--- src/rtl/tl_track_pkg.sv ---
// tl_track_pkg: shared TileLink opcodes and burst-length helper for the in-flight tracker
package tl_track_pkg;

    localparam logic [2:0] OP_PUT_FULL        = 3'd0;
    localparam logic [2:0] OP_PUT_PARTIAL     = 3'd1;
    localparam logic [2:0] OP_ACCESS_ACK_DATA = 3'd1;

    // Beats in a message minus one; only data-carrying messages wider than the bus span several beats.
    function automatic logic [31:0] beats_minus1(input logic [31:0] size, input logic has_data,
                                                 input int unsigned bus_log2 = 3);
        return (has_data && size > bus_log2) ? (32'd1 << (size - bus_log2)) - 32'd1 : 32'd0;
    endfunction

endpackage

--- src/rtl/tl_beat_counter.sv ---
// tl_beat_counter: tracks position within a multi-beat TileLink message and flags first/last beats
module tl_beat_counter
    import tl_track_pkg::*;
#(
    parameter int SIZE_BITS      = 4,
    parameter int BUS_BYTES_LOG2 = 3,
    parameter int BEAT_BITS      = 8
) (
    input  logic                 clock,
    input  logic                 reset,
    input  logic                 fire_i,
    input  logic [SIZE_BITS-1:0] size_i,
    input  logic                 has_data_i,
    output logic                 first_o,
    output logic                 last_o
);

    logic [BEAT_BITS-1:0] cnt_q, cnt_d, load;

    assign load = BEAT_BITS'(beats_minus1(32'(size_i), has_data_i, BUS_BYTES_LOG2));

    // Zero means the next beat opens a message; otherwise it holds the beats still to come.
    always_comb begin
        first_o = cnt_q == '0;
        last_o  = first_o ? load == '0 : cnt_q == BEAT_BITS'(1);
        cnt_d   = !fire_i ? cnt_q : first_o ? load : cnt_q - BEAT_BITS'(1);
    end

    // Beat counter register.
    always_ff @(posedge clock) begin
        if (reset) cnt_q <= '0;
        else       cnt_q <= cnt_d;
    end

endmodule

--- src/rtl/tl_inflight_tracker.sv ---
// tl_inflight_tracker: per-source TileLink in-flight table producing registered size checks and protocol error pulses
module tl_inflight_tracker
    import tl_track_pkg::*;
#(
    parameter int SOURCE_BITS    = 4,
    parameter int SIZE_BITS      = 4,
    parameter int BUS_BYTES_LOG2 = 3,
    parameter int BEAT_BITS      = 8
) (
    input  logic                   clock,
    input  logic                   reset,
    input  logic                   a_valid,
    input  logic                   a_ready,
    input  logic [2:0]             a_opcode,
    input  logic [SIZE_BITS-1:0]   a_size,
    input  logic [SOURCE_BITS-1:0] a_source,
    input  logic                   d_valid,
    input  logic                   d_ready,
    input  logic [2:0]             d_opcode,
    input  logic [SIZE_BITS-1:0]   d_size,
    input  logic [SOURCE_BITS-1:0] d_source,
    output logic                   chk_skip,
    output logic [SIZE_BITS-1:0]   chk_expected,
    output logic [SIZE_BITS-1:0]   chk_actual,
    output logic                   err_dup_source,
    output logic                   err_unexpected_d,
    output logic [SOURCE_BITS:0]   inflight_count
);

    localparam int DEPTH = 1 << SOURCE_BITS;

    logic                   a_fire, d_fire, a_has_data, d_has_data;
    logic                   a_first, a_last_unused, d_first, d_last;
    logic                   a_alloc, d_release, d_check, d_unexp, a_dup;
    logic [DEPTH-1:0]       inflight_q, inflight_d;
    logic [SIZE_BITS-1:0]   size_q [DEPTH];
    logic [SOURCE_BITS:0]   count_q, count_d;
    logic                   skip_q, dup_q, unexp_q;
    logic [SIZE_BITS-1:0]   exp_q, exp_d, act_q, act_d;

    assign a_fire     = a_valid && a_ready;
    assign d_fire     = d_valid && d_ready;
    assign a_has_data = a_opcode == OP_PUT_FULL || a_opcode == OP_PUT_PARTIAL;
    assign d_has_data = d_opcode == OP_ACCESS_ACK_DATA;

    tl_beat_counter #(
        .SIZE_BITS(SIZE_BITS), .BUS_BYTES_LOG2(BUS_BYTES_LOG2), .BEAT_BITS(BEAT_BITS)
    ) u_a_beats (
        .clock(clock), .reset(reset), .fire_i(a_fire), .size_i(a_size),
        .has_data_i(a_has_data), .first_o(a_first), .last_o(a_last_unused)
    );

    tl_beat_counter #(
        .SIZE_BITS(SIZE_BITS), .BUS_BYTES_LOG2(BUS_BYTES_LOG2), .BEAT_BITS(BEAT_BITS)
    ) u_d_beats (
        .clock(clock), .reset(reset), .fire_i(d_fire), .size_i(d_size),
        .has_data_i(d_has_data), .first_o(d_first), .last_o(d_last)
    );

    // Table decisions: a release on the same source frees the slot before the A side looks at it.
    always_comb begin
        d_release  = d_fire && d_last && inflight_q[d_source];
        a_alloc    = a_fire && a_first &&
                     (!inflight_q[a_source] || (d_release && d_source == a_source));
        a_dup      = a_fire && a_first && !a_alloc;
        d_check    = d_fire && d_first && inflight_q[d_source];
        d_unexp    = d_fire && d_first && !inflight_q[d_source];
        inflight_d = inflight_q;
        if (d_release) inflight_d[d_source] = 1'b0;
        if (a_alloc) inflight_d[a_source] = 1'b1;
        count_d    = (a_alloc && !d_release) ? count_q + (SOURCE_BITS+1)'(1) :
                     (d_release && !a_alloc) ? count_q - (SOURCE_BITS+1)'(1) : count_q;
        exp_d      = d_check ? size_q[d_source] : '0;
        act_d      = d_check ? d_size : '0;
    end

    // In-flight vector, counter and registered check/error outputs.
    always_ff @(posedge clock) begin
        if (reset) begin
            inflight_q <= '0;
            count_q    <= '0;
            skip_q     <= 1'b1;
            exp_q      <= '0;
            act_q      <= '0;
            dup_q      <= 1'b0;
            unexp_q    <= 1'b0;
        end else begin
            inflight_q <= inflight_d;
            count_q    <= count_d;
            skip_q     <= !d_check;
            exp_q      <= exp_d;
            act_q      <= act_d;
            dup_q      <= a_dup;
            unexp_q    <= d_unexp;
        end
    end

    // Size table is only meaningful where inflight is set, so it needs no reset.
    always_ff @(posedge clock) begin
        if (a_alloc) size_q[a_source] <= a_size;
    end

    assign chk_skip         = skip_q;
    assign chk_expected     = exp_q;
    assign chk_actual       = act_q;
    assign err_dup_source   = dup_q;
    assign err_unexpected_d = unexp_q;
    assign inflight_count   = count_q;

endmodule

--- config.mk ---
export PLATFORM = sky130hd
export DESIGN_NAME = tl_inflight_tracker
export DESIGN_NICKNAME = d
export VERILOG_FILES = /design/src/rtl/tl_track_pkg.sv /design/src/rtl/tl_beat_counter.sv /design/src/rtl/tl_inflight_tracker.sv
export SDC_FILE = /design/constraint.sdc
export NUM_CORES = 1
export LEC_CHECK = 0
export CORE_ASPECT_RATIO = 0.6
export CORE_UTILIZATION = 50
export CTS_CLUSTER_SIZE = 20
export DETAILED_ROUTE_END_ITERATION = 6
export DONT_BUFFER_PORTS = 1
export GPL_TIMING_DRIVEN = 0
export PLACE_DENSITY = 0.76
export SLEW_MARGIN = 20
export SYNTH_ARGS = -nofsm -noshare
export SYNTH_HDL_FRONTEND = slang
export SYNTH_HIERARCHICAL = 1
export SYNTH_SLANG_ARGS = --single-unit
export TNS_END_PERCENT = 5
--- constraint.sdc ---
create_clock -name clock -period 13.6 [get_ports clock]
set_input_delay 0.68 -clock clock [delete_from_list [all_inputs] [get_ports clock]]
set_output_delay 0.68 -clock clock [all_outputs]
set_load 0.02 [all_outputs]
==> metrics.md, run 1 <==
| Metric | Value |
|---|---|
| Status | complete, no violations |
| Total clock sinks | 112 |
| Clock Path Buffers | 2 |
| Number of port buffers | 0 |
| # DRC | 0 |
| Final hold vios | 0 |
| Share of layout cells above drive strength 1 | 17.3% |
| Antenna-violating nets left | 0 |
| Starting Density | 52.5% |
| Iteration-0 DRC Markers | 574 |
| Clock Pin Slew Worst Setup and Hold Paths | 0.08 ns |
| Antenna violations before repair | 0 |
| Post-synth net total | 552 |
| Post-route cell area | 0.00658 mm2 |
| Relative slew slack | 46.4% |
| Final core utilization | 56.9% |
| Hold Buf Count CTS | 0 |
| Nets | 563 |
| Min-Delay Path Depth | 1 |
| Total GRT Usage | 24.5% |
| Setup Slack @ Placement | 8.09 ns |
| Internal Power | 0.557 mW |
| Inserted Clock Buffers | 9 |
| Die Y | 87.3 um |
| DP Cell Count | 669 |
| Comb pwr share | 17.9% |
| Vias in the first global route | 4142 |
| P_sw | 0.242 mW |
| PwrDens | 121 mW/mm2 |
| Cts repair resizes | 0 |
| Root buffer cell | clkbuf_16 |
| Maximum clock rate | 0.191 GHz |
| YS warnings | 6 |
| Final setup vio count | 0 |
| Wire per inst | 20.9 um |
| Worst-margin pin slew | 0.797 ns |
| Pin count of the biggest net entering global routing | 23 |
| Cell Rows | 30 |
| H-tree levels | 3 |
| Clock share of power | 34.2% |
| RSZ-0062 raised after global routing | false |
| Crit path kind | in2reg |
| First-pass GRT wire length | 22.9 mm |
| Type of the tightest min-delay check | in2reg |
| Clk_skew | 0.0133 ns |
| Mapped Cells | 509 |
| Seq pwr share | 47.9% |
| Tmin final | 5.22 ns |
| Peak fanout along the critical path | 10 |
| Syn Area/Cell | 11.9 um2 |
| Maxcap violations | 0 |
| Core Box Area | 0.0116 mm2 |
| Via count | 4420 |
| IO Pins | 44 |
| Dpl cell area | 0.00627 mm2 |
| CP endpoint kind | flop |
| PnR Total Power | 0.799 mW |
| WL final | 14.3 mm |
| TritonRoute pass-1 iters | 5 |
| Via/cell ratio | 6.45 |
| Synthesized area | 0.00607 mm2 |
| ANT cells | 0 |
| Critical path arrival | 5.48 ns |
| Routability Congestion | 0.984 |
| Chip Width | 144 um |
| Skew-Pair Late Insertion Delay | 0.37 ns |
| CTS tree | yes |
| Pins Over Slew Limit | 0 |
| Total die area | 0.0126 mm2 |
| Remaining Overflow, GRT | 0 |
| Fin cells | 685 |
| Post-CTS setup buffers | 0 |
| Critical Path RT | 13.85 ns |
| Reg2Reg Depth | 19 |
| Switching share of power | 30.3% |
| HPWL Detailed | 10.5 mm |
| Worst setup SP type | input pin |
| Fin worst setup slack | 8.38 ns |
| Fin crit share | 38.4% |
| Synth-to-layout area growth | 8.43% |
| Peak VDD IR | 0.0652 mV |
| Fin Setup TNS | 0 ns |
| Final Hold Slack | 0.378 ns |
| Lkg Pwr | 2.25 nW |
-- sequential cells by signal, indices dropped and copies added (netlist names) --
register / cells
u_d_beats/cnt_q: 8
chk_expected: 4
chk_actual: 4
chk_skip: 1
u_a_beats/cnt_q: 8
err_dup_source: 1
inflight_q: 16
inflight_count: 5
size_q: 64
err_unexpected_d: 1
-- power groups by stage --
stage | sequential [mW] | clock, mW | combinational [mW]
2_1_floorplan | 0.388 | 0 | 0.111
3_3_place_gp | 0.390 | 0 | 0.134
3_5_place_dp | 0.390 | 0 | 0.140
4_1_cts | 0.383 | 0.276 | 0.140
5_1_grt | 0.384 | 0.289 | 0.157
6_report | 0.383 | 0.274 | 0.143
-- layout by cell type, fill, tap and decap left out, drive strengths merged, types with 6 or more instances in the layout --
master and count:
ha 14, inv 20, xor2 12, nor3 25, nor2b 8, nand2 21
o22ai 6, mux4 24, clkbuf 24, buf 23, o311ai 8, and2 16
o21ai 11, nand3b 7, edfxtp 64, nor2 34, o41ai 19, nand2b 7
nand3 15, a21oi 21, a31oi 7, dfxtp 48, o211ai 10, mux2i 12
-- layout make-up --
| type | instances | area (um2) |
|---|---|---|
| buffer | 38 | 208 |
| clock buffer | 9 | 225 |
| clock inverter | 7 | 86.3 |
| fill | 952 | 4980 |
| inverter | 18 | 67.6 |
| multi-input combinational | 341 | 2910 |
| sequential | 112 | 2880 |
| tap | 160 | 200 |
-- path summary, 6_finish.rpt --
kind         slack, ns                       startpoint                             end
min reg2reg       0.51         inflight_q[4]$_SDFF_PP0_        inflight_q[4]$_SDFF_PP0_
min               0.38                            reset  inflight_count[0]$_SDFFE_PP0P_
max reg2reg       9.35  u_d_beats/cnt_q[0]$_SDFFE_PP0P_  inflight_count[4]$_SDFFE_PP0P_
max               8.38                        d_size[0]  inflight_count[4]$_SDFFE_PP0P_
-- layer usage --
metal / up-vias / global-route usage, % / share of wire, %
met5: - / 0 / 0
met4: 0 / 5.26 / 0.79
met3: 12 / 7.20 / 12
met2: 271 / 34.3 / 42
met1: 2136 / 36.9 / 45
li1: 2001 / - / -
-- worst max-delay path, cell delays in order --
cell	delay, ns
ha_1	0.18
clkbuf_2	0.18
nor3b_2	0.27
a21oi_1	0.06
or3_1	0.32
ha_1	0.31
or3b_1	0.39
a31oi_1	0.25
nand3_1	0.14
nor2_1	0.19
and4_4	0.27
nor3_4	0.08
nand3b_4	0.23
buf_6	0.21
inv_1	0.08
ha_1	0.23
inv_1	0.12
ha_1	0.31
nor2b_1	0.14
o21a_1	0.17
or3_1	0.30
a21oi_1	0.17
xnor2_1	0.13
nor2_1	0.05
(Power assumes the default switching activity.)
==> run 2, diff against run 1 <==
- clock period: 13.6 -> 5.12 ns (I/O delays scaled with it)
==> metrics.md, run 2 (synthesis results as in run 1) <==
| Metric | Value |
|---|---|
| Skew-Pair Late Insertion Delay | 0.36 ns |
| Biggest register | size_q |
| Internal Power | 1.48 mW |
| CTS tree | yes |
| Pins Over Slew Limit | 0 |
| Fin cells | 691 |
| Most common cell after layout, fill and taps aside | edfxtp_1 |
| Seq pwr share | 47.7% |
| Lkg Pwr | 2.27 nW |
| Worst-margin pin slew | 0.802 ns |
| Routability Congestion | 0.984 |
| DP Cell Count | 669 |
| Post-CTS setup buffers | 0 |
| Status | complete, no violations |
| Antenna violations before repair | 0 |
| Clock Path Buffers | 2 |
| Core Box Area | 0.0116 mm2 |
| HPWL Detailed | 10.5 mm |
| Clock share of power | 34.0% |
| Final setup vio count | 0 |
| Clk_skew | 0.0124 ns |
| M1 GR Usage | 37.6% |
| Most frequent cells in the layout | 64 x edfxtp_1, 48 x dfxtp_1, 31 x nor2_1 |
| Fin worst setup slack | 0.362 ns |
| Antenna-violating nets left | 0 |
| CP endpoint kind | flop |
| First-pass GRT wire length | 23.1 mm |
| Total GRT Usage | 24.8% |
| Total die area | 0.0126 mm2 |
| RSZ-0062 raised after global routing | false |
| Inserted Clock Buffers | 9 |
| P_sw | 0.647 mW |
| Worst setup SP type | input pin |
| Post-route cell area | 0.00664 mm2 |
| Final Hold Slack | 0.00793 ns |
| Root buffer cell | clkbuf_16 |
| Peak VDD IR | 0.171 mV |
| Via/cell ratio | 6.46 |
| Maxcap violations | 0 |
| Critical path arrival | 5.00 ns |
| Setup Slack @ Placement | 0.0326 ns |
| Remaining Overflow, GRT | 0 |
| Comb pwr share | 18.3% |
| Relative slew slack | 46.1% |
| PwrDens | 321 mW/mm2 |
| Nets | 569 |
| Fillers | 948 |
| Switching share of power | 30.4% |
| Fin crit share | 92.9% |
| Maximum clock rate | 0.210 GHz |
| Max reg flops | 64 |
| Chip Width | 144 um |
| Crit path cell chain | ha_1, clkbuf_2, nor3b_2, a21oi_1, or3_1, ha_1, or3b_1, a31oi_1, nand3_1, nor2_2, and4_4, nor3_4, nand3b_4, buf_6, inv_1, ha_1, inv_1, ha_1, nor2b_1, o21a_1, or3_1, a21oi_1, xnor2_1, nor2_1 |
| WL final | 14.5 mm |
| Via count | 4467 |
| TritonRoute pass-1 iters | 5 |
| Cell Rows | 30 |
| Fin Setup TNS | 0 ns |
| Gr busiest metal | met1 |
| Worst Path Buf+Inv | 4 |
| Critical Path RT | 5.36 ns |
| Die Y | 87.3 um |
| Synth-to-layout area growth | 9.47% |
| Dpl cell area | 0.00627 mm2 |
| Most common cell on crit path | ha_1 |
| # DRC | 0 |
| Clock Pin Slew Worst Setup and Hold Paths | 0.09 ns |
| Regs by FF count | size_q (64), inflight_q (16) |
| Met2 track demand over resource | 34.6% |
| Tmin final | 4.76 ns |
| Final hold vios | 0 |
| Crit path kind | in2reg |
| H-tree levels | 3 |
| Share of layout cells above drive strength 1 | 17.3% |
| Wire per inst | 20.9 um |
| Total clock sinks | 112 |
| Pin count of the biggest net entering global routing | 23 |
| Number of port buffers | 0 |
| Max incr delay on CP | 0.39 ns |
| Iteration-0 DRC Markers | 577 |
| Crit-path leading delay family | simple AND/OR/NAND/NOR gates |
| Starting Density | 52.5% |
| Final core utilization | 57.4% |
| Peak fanout along the critical path | 10 |
| PnR Total Power | 2.13 mW |
| Met3 usage | 7.20% |
| IO Pins | 44 |
| Vias in the first global route | 4174 |
| Type of the tightest min-delay check | in2reg |
| ANT cells | 0 |
| CP max stage cell | or3b_1 |
run 2: cell count changes in the layout (fill, tap and decap cells not counted):
cell / before / now
dlygate4sd3_1: 0 / 6
nor2_1: 32 / 31
nor2_2: 0 / 1
run 2: power groups by stage:
stage | clock (mW) | sequential, mW | combinational, mW
finish | 0.724 | 1.02 | 0.391
global route | 0.767 | 1.02 | 0.429
CTS | 0.734 | 1.02 | 0.384
detailed placement | 0 | 1.04 | 0.371
global placement | 0 | 1.03 | 0.357
floorplan | 0 | 1.03 | 0.295
run 2: layout make-up:
type | instances | area (um2) | area share (%)
multi-input cells | 341 | 2910 | 43.8
clock inverters | 7 | 86.3 | 1.30
repair buffers | 6 | 60.1 | 0.904
plain buffers | 38 | 208 | 3.13
flip-flops and latches | 112 | 2880 | 43.4
well taps | 160 | 200 | 3.01
inverters | 18 | 67.6 | 1.02
clock buffers | 9 | 225 | 3.39
run 2: worst paths after layout:
kind	to	slack (ns)	cells after the start	from
setup / recovery	inflight_count[4]$_SDFFE_PP0P_	0.36	24	d_size[0]
hold / removal	chk_actual[3]$_SDFF_PP0_	0.008	1	d_size[3]
setup reg to reg	inflight_count[4]$_SDFFE_PP0P_	0.89	19	u_d_beats/cnt_q[0]$_SDFFE_PP0P_
hold reg to reg	u_d_beats/cnt_q[5]$_SDFFE_PP0P_	0.51	2	u_d_beats/cnt_q[5]$_SDFFE_PP0P_
run 2: timing repair:
action	4_1_cts	5_1_grt
endpoints found under the setup margin	0	1
endpoints found under the hold margin	69	1
hold buffers	5	1
gates resized for setup	0	1
run 2: layer usage:
metal	part of all wire (%)	vias to the layer above
li1	-	2012
met1	46	2194
met2	42	251
met3	11	10
met4	0.66	0
met5	0	-
==> run 3, diff against run 2 <==
- clock period: 5.12 -> 5.8 ns (I/O delays scaled with it)
==> metrics.md, run 3 (synthesis results as in run 1) <==
| Metric | Value |
|---|---|
| Status | complete, no violations |
| PnR Total Power | 1.87 mW |
| Post-route cell area | 0.00659 mm2 |
| Uppermost routed layer | met4 |
| Chip Width | 144 um |
| Cell Rows | 30 |
| Via/cell ratio | 6.50 |
| H-tree levels | 3 |
| ANT cells | 0 |
| Cts repair resizes | 0 |
| TritonRoute pass-1 iters | 5 |
| Most common cell on crit path | ha_1 |
| CP max stage cell | or3b_1 |
| Clock Path Buffers | 2 |
| # DRC | 0 |
| Type of the tightest min-delay check | in2reg |
| Worst setup SP type | input pin |
| Clock Pin Slew Worst Setup and Hold Paths | 0.08 ns |
| Critical Path RT | 6.05 ns |
| PwrDens | 284 mW/mm2 |
| Maximum clock rate | 0.206 GHz |
| Worst-margin pin slew | 0.791 ns |
| Total die area | 0.0126 mm2 |
| IO Pins | 44 |
| Wire per inst | 20.8 um |
| Antenna violations before repair | 0 |
| WL final | 14.3 mm |
| Tmin final | 4.85 ns |
| Starting Density | 52.5% |
| Vias in the first global route | 4141 |
| CP endpoint kind | flop |
| Antenna-violating nets left | 0 |
| Share of layout cells above drive strength 1 | 17.3% |
| Metal3 WL | 1.59 mm |
| Final Hold Slack | 0.0197 ns |
| Iteration-0 DRC Markers | 537 |
| Pins Over Slew Limit | 0 |
| Regs by FF count | size_q (64), inflight_q (16) |
| Fillers | 951 |
| Setup Slack @ Placement | 0.679 ns |
| Biggest register | size_q |
| Relative slew slack | 46.8% |
| Most common cell after layout, fill and taps aside | edfxtp_1 |
| DP Cell Count | 669 |
| Die Y | 87.3 um |
| Max reg flops | 64 |
| Crit path cell chain | ha_1, clkbuf_2, nor3b_2, a21oi_1, or3_1, ha_1, or3b_1, a31oi_1, nand3_1, nor2_1, and4_4, nor3_4, nand3b_4, buf_6, inv_1, ha_1, inv_1, ha_1, nor2b_1, o21a_1, or3_1, a21oi_1, xnor2_1, nor2_1 |
| Nets | 564 |
| Synth-to-layout area growth | 8.60% |
| Worst Path Buf+Inv | 4 |
| Lkg Pwr | 2.25 nW |
| Peak VDD IR | 0.152 mV |
| Inserted Clock Buffers | 9 |
| Final setup vio count | 0 |
| Final core utilization | 57.0% |
| First-pass GRT wire length | 22.9 mm |
| Crit path kind | in2reg |
| Post-CTS setup buffers | 0 |
| Most frequent cells in the layout | 64 x edfxtp_1, 48 x dfxtp_1, 32 x nor2_1 |
| Remaining Overflow, GRT | 0 |
| Dpl cell area | 0.00627 mm2 |
| Max incr delay on CP | 0.39 ns |
| RSZ-0062 raised after global routing | false |
| Peak fanout along the critical path | 10 |
| Pin count of the biggest net entering global routing | 23 |
| Core Box Area | 0.0116 mm2 |
| Total GRT Usage | 24.5% |
| Routability Congestion | 0.984 |
| Fin cells | 686 |
| Root buffer cell | clkbuf_16 |
| Number of port buffers | 0 |
| Critical path arrival | 5.09 ns |
| Met1 WL | 6.54 mm |
| CTS tree | yes |
| Met2 routed WL | 6.03 mm |
| Clk_skew | 0.0119 ns |
| Final hold vios | 0 |
| Total clock sinks | 112 |
| HPWL Detailed | 10.5 mm |
| Fin crit share | 83.6% |
| Maxcap violations | 0 |
| Crit-path leading delay family | simple AND/OR/NAND/NOR gates |
| Skew-Pair Late Insertion Delay | 0.37 ns |
| Fin worst setup slack | 0.953 ns |
| Via count | 4460 |
| Fin Setup TNS | 0 ns |
## run 3: area by class of cell
cell class / count / area (um2) / area share (%)
Multi-Input combinational cell: 341 / 2910 / 44.2
Sequential cell: 112 / 2880 / 43.8
Clock buffer: 9 / 225 / 3.42
Buffer: 38 / 208 / 3.15
Tap cell: 160 / 200 / 3.04
Clock inverter: 7 / 86.3 / 1.31
Inverter: 18 / 67.6 / 1.03
Timing Repair Buffer: 1 / 10.0 / 0.152
## run 3: final timing paths
| kind | start | to | slack [ns] | cells after the start |
|---|---|---|---|---|
| worst max-delay path | d_size[0] | inflight_count[4]$_SDFFE_PP0P_ | 0.95 | 24 |
| worst min-delay path | a_size[2] | size_q[3][2]$_DFFE_PP_ | 0.02 | 0 |
| worst max register to register | u_d_beats/cnt_q[2]$_SDFFE_PP0P_ | inflight_count[4]$_SDFFE_PP0P_ | 1.56 | 20 |
| worst min register to register | inflight_q[4]$_SDFF_PP0_ | inflight_q[4]$_SDFF_PP0_ | 0.51 | 2 |
## run 3: power breakdown
group / switching [mW] / total (mW) / internal (mW)
logic: 0.201 / 0.336 / 0.135
registers: 0.0351 / 0.897 / 0.862
clock network: 0.330 / 0.640 / 0.310
total: 0.565 / 1.87 / 1.31
## run 3: routing by layer
layer | GRT usage, % | vias to the layer above
met5 | 0 | -
met4 | 5.26 | 0
met3 | 7.20 | 16
met2 | 34.3 | 258
met1 | 37.0 | 2181
li1 | - | 2005
## run 3: timing repair
| item | CTS | global route |
|---|---|---|
| setup endpoints to repair | 0 | 0 |
| hold buffers | 1 | 0 |
| endpoints found under the hold margin | 5 | 0 |
